$ cat config.mk
export PLATFORM = sky130hd
export DESIGN_NAME = pc_redirect_ctrl
export DESIGN_NICKNAME = d
export VERILOG_FILES = /design/src/rtl/pc_redirect_ctrl_pkg.sv /design/src/rtl/pc_redirect_ctrl.sv
export SDC_FILE = /design/constraint.sdc
export NUM_CORES = 1
export LEC_CHECK = 0
export CAP_MARGIN = 25
export CORE_AREA = 2 2 39 41
export DETAILED_ROUTE_END_ITERATION = 6
export DIE_AREA = 0 0 41 43
export GPL_TIMING_DRIVEN = 0
export PLACE_DENSITY = 0.71
export SKIP_CTS_REPAIR_TIMING = 1
export SLEW_MARGIN = 20
export SYNTH_ARGS = -nofsm -noshare
export SYNTH_HDL_FRONTEND = slang
export SYNTH_SLANG_ARGS = --single-unit
export TNS_END_PERCENT = 10
$ cat constraint.sdc
create_clock -name Clk -period 2.7 [get_ports Clk]
set_clock_uncertainty 0.15 [all_clocks]
set_input_delay 0.405 -clock Clk [delete_from_list [all_inputs] [get_ports Clk]]
set_output_delay 0.405 -clock Clk [all_outputs]
set_load 0.005 [all_outputs]
$ cat src/rtl/pc_redirect_ctrl_pkg.sv
// Shared encodings for the next-PC select mux, the hazard unit and pc_redirect_ctrl.
package pc_redirect_ctrl_pkg;

    localparam logic [2:0] PCSEL_SEQ  = 3'd0;
    localparam logic [2:0] PCSEL_JUMP = 3'd1;
    localparam logic [2:0] PCSEL_JR   = 3'd2;
    localparam logic [2:0] PCSEL_BR   = 3'd3;

    typedef enum logic [1:0] {
        RUN     = 2'd0,
        JR_WAIT = 2'd1,
        FLUSH   = 2'd2
    } redirect_state_e;

endpackage

$ cat src/rtl/pc_redirect_ctrl.sv
// Next-PC source select, pipeline enables/flushes, jr operand stall and post-branch flush window.
// Define JUMP_DELAY_SLOT_EN to let the delay-slot instruction after j/jal/jr execute.
module pc_redirect_ctrl
    import pc_redirect_ctrl_pkg::*;
#(
    parameter int FLUSH_CYCLES = 1,
    parameter int JR_MAX_WAIT  = 3,
    parameter int CNT_W        = 4
) (
    input  logic       Clk,
    input  logic       Reset,
    input  logic       Jump_ID,
    input  logic       JumpLink_ID,
    input  logic       JumpReg_ID,
    input  logic       JrSrcBusy,
    input  logic       BranchTaken_EX,
    output logic [2:0] PCSel,
    output logic       PCWrite,
    output logic       IFIDWrite,
    output logic       FlushIFID,
    output logic       FlushIDEX,
    output logic       LinkWrite,
    output logic       JrTimeout
);

`ifdef JUMP_DELAY_SLOT_EN
    localparam logic JUMP_FLUSH = 1'b0;
`else
    localparam logic JUMP_FLUSH = 1'b1;
`endif

    localparam logic [CNT_W-1:0] CNT_MAX     = {CNT_W{1'b1}};
    localparam logic [CNT_W-1:0] CNT_ONE     = CNT_W'(1);
    localparam logic [CNT_W-1:0] FLUSH_LOAD  = CNT_W'(FLUSH_CYCLES - 1);
    localparam logic [CNT_W-1:0] JR_MAX_CNT  = CNT_W'(JR_MAX_WAIT);

    redirect_state_e  state_q, state_d;
    logic [CNT_W-1:0] cnt_q, cnt_d;
    logic [CNT_W-1:0] cnt_inc;
    logic             jr_timeout_q, jr_timeout_d;

    logic [2:0] pc_sel;
    logic       pc_write, ifid_write, flush_ifid, flush_idex, link_write;

    assign cnt_inc = (cnt_q == CNT_MAX) ? cnt_q : cnt_q + CNT_ONE;

    always_comb begin
        // NOTE: every signal gets a default before the case so no path leaves one unassigned (no latches).
        state_d      = state_q;
        cnt_d        = cnt_q;
        jr_timeout_d = jr_timeout_q;
        pc_sel       = PCSEL_SEQ;
        pc_write     = 1'b1;
        ifid_write   = 1'b1;
        flush_ifid   = 1'b0;
        flush_idex   = 1'b0;
        link_write   = 1'b0;

        // The branch in EX is older than anything in ID, so it overrides every state.
        if (BranchTaken_EX) begin
            pc_sel     = PCSEL_BR;
            flush_ifid = 1'b1;
            flush_idex = 1'b1;
            if (FLUSH_CYCLES > 1) begin
                state_d = FLUSH;
                cnt_d   = FLUSH_LOAD;
            end else begin
                state_d = RUN;
                cnt_d   = '0;
            end
        end else begin
            case (state_q)
                RUN: begin
                    if (JumpReg_ID) begin
                        if (JrSrcBusy) begin
                            pc_write   = 1'b0;
                            ifid_write = 1'b0;
                            flush_idex = 1'b1;
                            cnt_d      = CNT_ONE;
                            state_d    = JR_WAIT;
                        end else begin
                            pc_sel     = PCSEL_JR;
                            flush_ifid = JUMP_FLUSH;
                        end
                    end else if (JumpLink_ID) begin
                        pc_sel     = PCSEL_JUMP;
                        flush_ifid = JUMP_FLUSH;
                        link_write = 1'b1;
                    end else if (Jump_ID) begin
                        pc_sel     = PCSEL_JUMP;
                        flush_ifid = JUMP_FLUSH;
                    end
                end
                JR_WAIT: begin
                    if (JrSrcBusy) begin
                        pc_write   = 1'b0;
                        ifid_write = 1'b0;
                        flush_idex = 1'b1;
                        cnt_d      = cnt_inc;
                        if (cnt_inc >= JR_MAX_CNT) begin
                            jr_timeout_d = 1'b1;
                        end
                    end else begin
                        pc_sel     = PCSEL_JR;
                        flush_ifid = JUMP_FLUSH;
                        cnt_d      = '0;
                        state_d    = RUN;
                    end
                end
                FLUSH: begin
                    flush_ifid = 1'b1;
                    if (cnt_q <= CNT_ONE) begin
                        cnt_d   = '0;
                        state_d = RUN;
                    end else begin
                        cnt_d = cnt_q - CNT_ONE;
                    end
                end
                default: begin
                    cnt_d   = '0;
                    state_d = RUN;
                end
            endcase
        end
    end

    // Reset forces every Mealy output low immediately, not just at the next edge.
    always_comb begin
        PCSel     = Reset ? pc_sel     : PCSEL_SEQ;
        PCWrite   = Reset & pc_write;
        IFIDWrite = Reset & ifid_write;
        FlushIFID = Reset & flush_ifid;
        FlushIDEX = Reset & flush_idex;
        LinkWrite = Reset & link_write;
    end

    assign JrTimeout = jr_timeout_q;

    always_ff @(posedge Clk or negedge Reset) begin
        if (!Reset) begin
            state_q      <= RUN;
            cnt_q        <= '0;
            jr_timeout_q <= 1'b0;
        end else begin
            // NOTE: non-blocking assignments so every register samples the pre-edge values.
            state_q      <= state_d;
            cnt_q        <= cnt_d;
            jr_timeout_q <= jr_timeout_d;
        end
    end

endmodule

Word-level counts from Yosys, hierarchy flattened
Cells that the tools add are included.
- register bits: 7
- input bits: 7
- output and inout bits: 9
- word-level logic and storage cells: 60
- add/subtract/negate cells: 2
- $lt $le $gt $ge: 2
- equality and inequality tests: 7
- muxes and demuxes: 37
- bitwise gates (word level): 5
- reductions and logical operators: 4
- operators by type and width (operator ; number):
    $mux 4 ; 6
    $mux 1 ; 16
    $mux 2 ; 8
    $ne 3x3->1 const B ; 4
    $pmux 4 s3 ; 1
    $reduce_and 4->1 ; 2
    $pmux 2 s3 ; 1
    $add 4x1->4 const B ; 1
    $and 1x1->1 ; 4
    $eq 4x4->1 const B ; 1
    $ge 4x2->1 const B ; 1
    $le 4x1->1 const B ; 1
    $pmux 1 s2 ; 2
    $pmux 2 s2 ; 1
    $sub 4x1->4 const B ; 1
    $mux 3 ; 1
    $pmux 1 s3 ; 1
    $eq 2x1->1 const B ; 1
    $eq 2x2->1 const B ; 1
    $logic_not 2->1 ; 1
    $reduce_and 2->1 ; 1
    $not 1->1 ; 1

Logic depth before layout (Yosys ltp)
Gate-level depths: netlist of the first run.
- depth in word-level cells: 6
- depth in mapped cells: 5
- depth with buffers taken out: 5

Least setup slack after synthesis of the first run
No wires, ideal clock.
- path kind: reg2out
- start: reg state_q[0]
- end: out PCWrite
- arrival: 1.113 ns
- data required time: 2.145 ns
- path slack: 1.032 ns
- stages on the path, launching flop included: 6
- buffers on the path: 1
- cell sequence: dfrtp_1 -> nor2_1 -> nor2b_2 -> nor2b_4 -> nor2b_1 -> buf_4
- word-level cells in the longest chain between the ends: 4
- elaborated cells on any way between the ends: 5
- classes of those cells: eq/ne (1); mux (2); bitwise (1); reduce/logical (1)
- ends and longest elaborated chain (item ; RTL line ; RTL):
    from (decl) ; pc_redirect_ctrl.sv:37 ; redirect_state_e state_q, state_d;
    from (signal assigned) ; pc_redirect_ctrl.sv:146 ; state_q <= state_d;
    $eq 2x1->1 or $logic_not 2->1 (tied branches) ; - ;
    $pmux 1 s2 (*) ; - ;
    $mux 1 (*) ; - ;
    $and 1x1->1 (*) ; - ;
    to (decl) ; pc_redirect_ctrl.sv:18 ; output logic PCWrite,
Mark *: on every way between the ends. The rest lies on a longest branch, timed or not.

Worst setup path in the final report of the first run
- start: in JumpReg_ID
- end: out PCWrite
- word-level cells in the longest chain between the ends: 4
- ends and longest elaborated chain (item ; RTL line ; RTL):
    from (decl) ; pc_redirect_ctrl.sv:14 ; input logic JumpReg_ID,
    $mux 1 ; pc_redirect_ctrl.sv:74 ; if (JumpReg_ID) begin
    $pmux 1 s2 ; pc_redirect_ctrl.sv:72 ; case (state_q)
    $mux 1 ; pc_redirect_ctrl.sv:60 ; if (BranchTaken_EX) begin
    $and 1x1->1 ; pc_redirect_ctrl.sv:130 ; PCWrite = Reset & pc_write;
No other way between the ends.

==> results of run 1 <==
## power by group
group          internal (W)  switching [W]
clock             0.0000498      0.0000258
sequential        0.0000957     0.00000549
combinational     0.0000396      0.0000255
## kinds of logic (layout without fill, tap and decap cells)
logic type | Yosys count | count (layout) | synth area share, %
DFF | 6 | 6 | 33.71
buffers and inverters | 4 | 20 | 6.740
muxes | 1 | 1 | 2.247
and+or+nand+nor | 18 | 18 | 25.00
other | 1 | 1 | 0.8419
adders and majority gates | 1 | 1 | 2.809
AOI/OAI and AO/OA | 20 | 20 | 28.65
## placed cells by master, fill, tap and decap left out, drive strengths merged
cell,count
clkdlybuf4s50,13
a211o,1
clkbuf,3
dfrtp,6
buf,3
a41oi,1
mux2i,1
a21oi,8
inv,1
nand2b,2
nor2,7
o31ai,1
ha,1
o21a,4
conb,1
and4b,1
a21o,1
a32o,1
nor2b,3
nor3,1
o21ai,3
nand3,2
nand2,2
## final timing paths
check                          startpoint          to  slack [ns]  depth (start not counted)
max                            JumpReg_ID     PCWrite        0.11                          7
min in group asynchronous           Reset   JrTimeout        0.33                          1
max reg2reg                      cnt_q[0]    cnt_q[0]        1.19                          5
min reg2reg                     JrTimeout   JrTimeout        0.31                          1
min                        BranchTaken_EX  state_q[0]        0.24                          2
max in group asynchronous           Reset    cnt_q[0]        1.77                          1
## flip-flops by register name (all words and copies together), names as in the netlist
register / count
cnt_q: 4
JrTimeout: 1
state_q: 1
## worst reg2reg max path, stage by stage, from the launching register on
cell and delay (ns):
dfrtp_1 0.45, ha_1 0.26, nand3_1 0.16, mux2i_1 0.15, a21oi_1 0.16, nor2_1 0.06
## stage by stage
step / setup slack, ns / utilization [%] / cells
6_report: 0.1146 / 44.85 / 83
2_1_floorplan: 1.032 / - / 51
5_1_grt: 0.01622 / 44.85 / 83
4_1_cts: 0.03016 / 44.67 / 83
3_5_place_dp: 0.03862 / 43.04 / 80
3_3_place_gp: 0.06436 / 43.04 / 80
## routing by layer
layer / wire, µm / vias up / global-route usage, % / part of all wire, %
met5: 0 / - / 0 / 0
met4: 0 / 0 / 2.000 / 0
met3: 23 / 0 / 1.571 / 2.6
met2: 461 / 5 / 19.69 / 51
met1: 414 / 184 / 15.33 / 46
li1: - / 216 / - / -
## area by class of cell
| type | count | area, µm² |
|---|---|---|
| tap | 16 | 20.02 |
| inverter | 1 | 3.754 |
| clock buffer | 3 | 22.52 |
| buffer | 3 | 26.28 |
| timing repair buffer | 13 | 130.1 |
| fill | 147 | 763.2 |
| sequential | 6 | 150.1 |
| multi-input combinational | 41 | 267.8 |
==> metrics.yaml, run 1 <==
critical_path:
  endpoint_kind: "primary output"
  cp.arrival_ns: 2.03
  crit_type: "input pin to primary output"
  crit_buf_inv: 3
  crit_path_cell_trace: "clkdlybuf4s50_1 -> nor2_2 -> nor2b_2 -> nor2b_4 -> nor2b_1 -> buf_4 -> clkdlybuf4s50_1"
  cp_slowest_cell: "clkdlybuf4s50_1"
  worstPathMaxFanout: 4
  startpoint_type: "input pin"
  cpPeakStageDelay_ns: 0.49
  worstPathRequired_ns: 2.14
  cpMostUsedCell: "clkdlybuf4s50_1"
  crit_family: "buffers and inverters"
die:
  start_util_pct: 32.19
  std_cell_rows: 14
  die_y_um: 43
  dieArea_mm2: 0.001763
  dieWidth_um: 41
  ios: 16
  core_area_mm2: 0.001384
synth:
  ys_warn_count: 0
  yosys.area.top_type_share_pct: 33.71
  synth-seq-cells: 6
  ys.flop_type: "dfrtp_1"
  synth.area.top_cells: "dfrtp_1 (34%), a21oi_1 (9.0%), o21a_1 (6.7%)"
  async_flop_share_pct: 100.0
  synth_area_leader_cell: "dfrtp_1"
  yosys-top-cells-count: "a21oi_1 (8), dfrtp_1 (6), nor2_1 (6)"
  ys_seq_area_share_pct: 33.71
  synth_edf_count: 0
  syn_area_um2: 445.4
  syn_nets: 59
  yosysUniqueCellTypes: 27
  synthCells: 51
  yosysMostFrequentCell: "a21oi_1"
  syn_area_per_cell_um2: 8.734
route:
  drt_iter0_drc: 14
  vias: 405
  drc: 0
  viasPerCell: 4.880
  drt_wl_total_um: 899
  first_pass_iters: 4
  ant_nets: 0
  routedWlPerCell_um: 10.83
global_route:
  overflow: 0
  grt_pass1_vias: 368
  grt_usage_pct: 11.68
  grt_first_pass_wirelength_um: 1469
  grt_max_degree: 13
  antenna_found_initial: 0
cts:
  cts_tree: "built"
  clock_latency_ns: 0.23
  cts_buffer_depth: 2
  htree_levels: 1
  numCtsBuffers: 3
  cts_sinks: 6
  cts.clk_slew.worst_paths_ns: 0.04
  clock-root-buffer: "clkbuf_4"
sta:
  layout_min_cycle_time_ns: 2.585
  rsz0062_at_grt: "no"
  fin_crit_sh_pct: 95.76
  fmax_mhz: 386.8
  fin_setup_tns_ns: 0
  slew_violations: 0
  hold_viol_final: 0
  final-setup-viol-count: 0
  hold_ws_ns: 0.2410
min_path:
  min_path_type: "input pin to flop"
finish:
  drive_above_1_share_pct: 17.91
  n_antenna_cell: 0
  stdcell_area_um2: 620.6
  area_growth_pct: 39.33
  final_nets: 77
placed_design:
  place_congestion: 0.7325
  placed_area_um2: 595.6
  port_buffers: 13
run_status:
  status: "completed"
power_and_ir_drop:
  power_density_mw_per_mm2: 389.9
  p_leak_nw: 0.2614
  irDropWorstVdd_mv: 0.2767
  fin_total_pwr_w: 0.0002419
flow_run:
  cap_violations: 0
(Power assumes the default switching activity.)
==> inputs of run 2 (changes only) <==
--- a/config.mk
+++ b/config.mk
@@ -7,8 +7,10 @@
 export LEC_CHECK = 0
 export CAP_MARGIN = 25
 export CORE_AREA = 2 2 39 41
+export CTS_CLUSTER_SIZE = 14
 export DETAILED_ROUTE_END_ITERATION = 6
 export DIE_AREA = 0 0 41 43
+export GPL_ROUTABILITY_DRIVEN = 0
 export GPL_TIMING_DRIVEN = 0
 export PLACE_DENSITY = 0.71
 export SKIP_CTS_REPAIR_TIMING = 1
==> results of run 2 <==
Same layout as run 1: the final DEF is identical, and so are final timing and power.
==> inputs of run 3 (changes only) <==
--- a/config.mk
+++ b/config.mk
@@ -13,6 +13,7 @@
 export GPL_ROUTABILITY_DRIVEN = 0
 export GPL_TIMING_DRIVEN = 0
 export PLACE_DENSITY = 0.71
+export SETUP_SLACK_MARGIN = 0.2
 export SKIP_CTS_REPAIR_TIMING = 1
 export SLEW_MARGIN = 20
 export SYNTH_ARGS = -nofsm -noshare
==> metrics.yaml, run 3 (synthesis gave the netlist of run 1 again) <==
route:
  first_pass_iters: 4
  viasPerCell: 4.953
  routedWlPerCell_um: 11.80
  drc: 0
  ant_nets: 0
  drt_wl_total_um: 1003
  vias: 421
  drt_iter0_drc: 17
cts:
  cts_sinks: 6
  cts_tree: "built"
  clock-root-buffer: "clkbuf_4"
  clock_latency_ns: 0.23
  numCtsBuffers: 3
  cts_buffer_depth: 2
  cts.clk_slew.worst_paths_ns: 0.04
  htree_levels: 1
die:
  core_area_mm2: 0.001384
  dieArea_mm2: 0.001763
  std_cell_rows: 14
  start_util_pct: 32.19
  ios: 16
  dieWidth_um: 41
  die_y_um: 43
placed_design:
  placed_area_um2: 595.6
  port_buffers: 13
sta:
  fin_setup_tns_ns: 0
  fin_crit_sh_pct: 87.29
  slew_violations: 0
  fmax_mhz: 424.3
  final-setup-viol-count: 0
  rsz0062_at_grt: "no"
  hold_viol_final: 0
  layout_min_cycle_time_ns: 2.357
power_and_ir_drop:
  irDropWorstVdd_mv: 0.2815
  combPwrFrac_pct: 28.0
  swShare_pct: 23.91
  p_leak_nw: 0.2986
  fin_total_pwr_w: 0.0002462
  power.switching_w: 0.00005884
  intPower_w: 0.0001873
  sequentialPowerShare_pct: 41.2
  power_density_mw_per_mm2: 378.3
  clockPowerShare_pct: 30.7
critical_path:
  reg2reg_from: "cnt_q[0]"
  worstPathRequired_ns: 2.14
  worstReg2RegEnd: "cnt_q[0]"
  crit_path_cell_trace: "clkdlybuf4s50_1 -> nor2_1 -> nor3_1 -> o21a_1 -> clkdlybuf4s50_1"
  cp.arrival_ns: 1.80
  cp-endpoint: "PCSel[0]"
  startpoint_type: "input pin"
  endpoint_kind: "primary output"
  worstPathMaxFanout: 2
  cp_slowest_cell: "clkdlybuf4s50_1"
  cpMostUsedCell: "clkdlybuf4s50_1"
  cp-startpoint: "JumpLink_ID"
  r2r_setup_slack_ns: 1.19
  crit_type: "input pin to primary output"
  reg2reg_depth: 5
  cpPeakStageDelay_ns: 0.50
global_route:
  grt_max_degree: 13
  overflow: 0
  grt_first_pass_wirelength_um: 1469
  grt_pass1_vias: 368
  grt_usage_pct: 11.68
  antenna_found_initial: 0
finish:
  drive_above_1_share_pct: 18.84
  final_cell_mix: "clkdlybuf4s50_1 (10), a21oi_1 (8), dfrtp_1 (6), nor2_1 (5), o21a_1 (4)"
  area_growth_pct: 46.07
  largest_register_ffs: 4
  n_fill_cell: 141
  stdcell_area_um2: 650.6
  final_nets: 79
  largest_register: "cnt_q"
  n_antenna_cell: 0
  final_common_cell: "clkdlybuf4s50_1"
flow_run:
  cap_violations: 0
run_status:
  status: "completed"
min_path:
  min_path_type: "input pin to flop"
-- run 3: changes by cell type in the layout (fill, tap and decap cells not counted) --
cell,previous run,this run
clkdlybuf4s50_1,13,10
dlymetal6s2s_1,0,3
dlygate4sd3_1,0,1
buf_4,2,3
nor2_2,1,0
nor2_4,1,2
-- run 3: how the worst min path moves through the flow --
stage                               from         end  slack [ns]  depth (start not counted)
after global routing      BranchTaken_EX  state_q[0]        0.24                          2
after CTS                 BranchTaken_EX  state_q[0]        0.24                          2
after detailed placement       JrTimeout   JrTimeout        0.30                          1
final                     BranchTaken_EX  state_q[0]        0.24                          2
after global placement         JrTimeout   JrTimeout        0.30                          1
after floorplan                    Reset   JrTimeout       -0.04                          0
-- run 3: metal layers --
metal / vias up / share of wire [%] / GRT usage, %
met4: 0 / 0 / 2.000
met2: 5 / 54 / 19.69
met1: 196 / 44 / 15.33
li1: 220 / - / -
met5: - / 0 / 0
met3: 0 / 2.3 / 1.571
-- run 3: cell type report --
cell class              instances  area [µm²]  share of cell area, %
multi-input cells              41       272.8                  41.92
well taps                      16       20.02                  3.077
flip-flops and latches          6       150.1                  23.08
plain buffers                   3       26.28                  4.038
repair buffers                 15       155.1                  23.85
inverters                       1       3.754                 0.5769
clock buffers                   3       22.52                  3.462
-- run 3: stage by stage --
step | hold WS [ns] | setup WS [ns] | cells | utilization (%)
6_report | 0.2448 | 0.3432 | 85 | 47.02
5_1_grt | 0.2351 | 0.2571 | 85 | 47.02
4_1_cts | 0.2352 | 0.03016 | 83 | 44.67
3_5_place_dp | 0.3039 | 0.03862 | 80 | 43.04
3_3_place_gp | 0.2971 | 0.06436 | 80 | 43.04
2_1_floorplan | -0.04059 | 1.032 | 51 | -
-- run 3: worst max-delay path, delay by kind of cell --
kind | cells | cell delay, ns
buffers and inverters | 2 | 1.00
and+or+nand+nor | 2 | 0.25
AOI/OAI and AO/OA | 1 | 0.15
-- run 3: power by group through the flow --
stage          sequential (W)  combinational (W)  clock [W]
2_1_floorplan        0.000102          0.0000303          0
3_3_place_gp         0.000102          0.0000646          0
3_5_place_dp         0.000102          0.0000653          0
4_1_cts              0.000101          0.0000656  0.0000790
5_1_grt              0.000102          0.0000752  0.0000873
6_report             0.000102          0.0000690  0.0000756
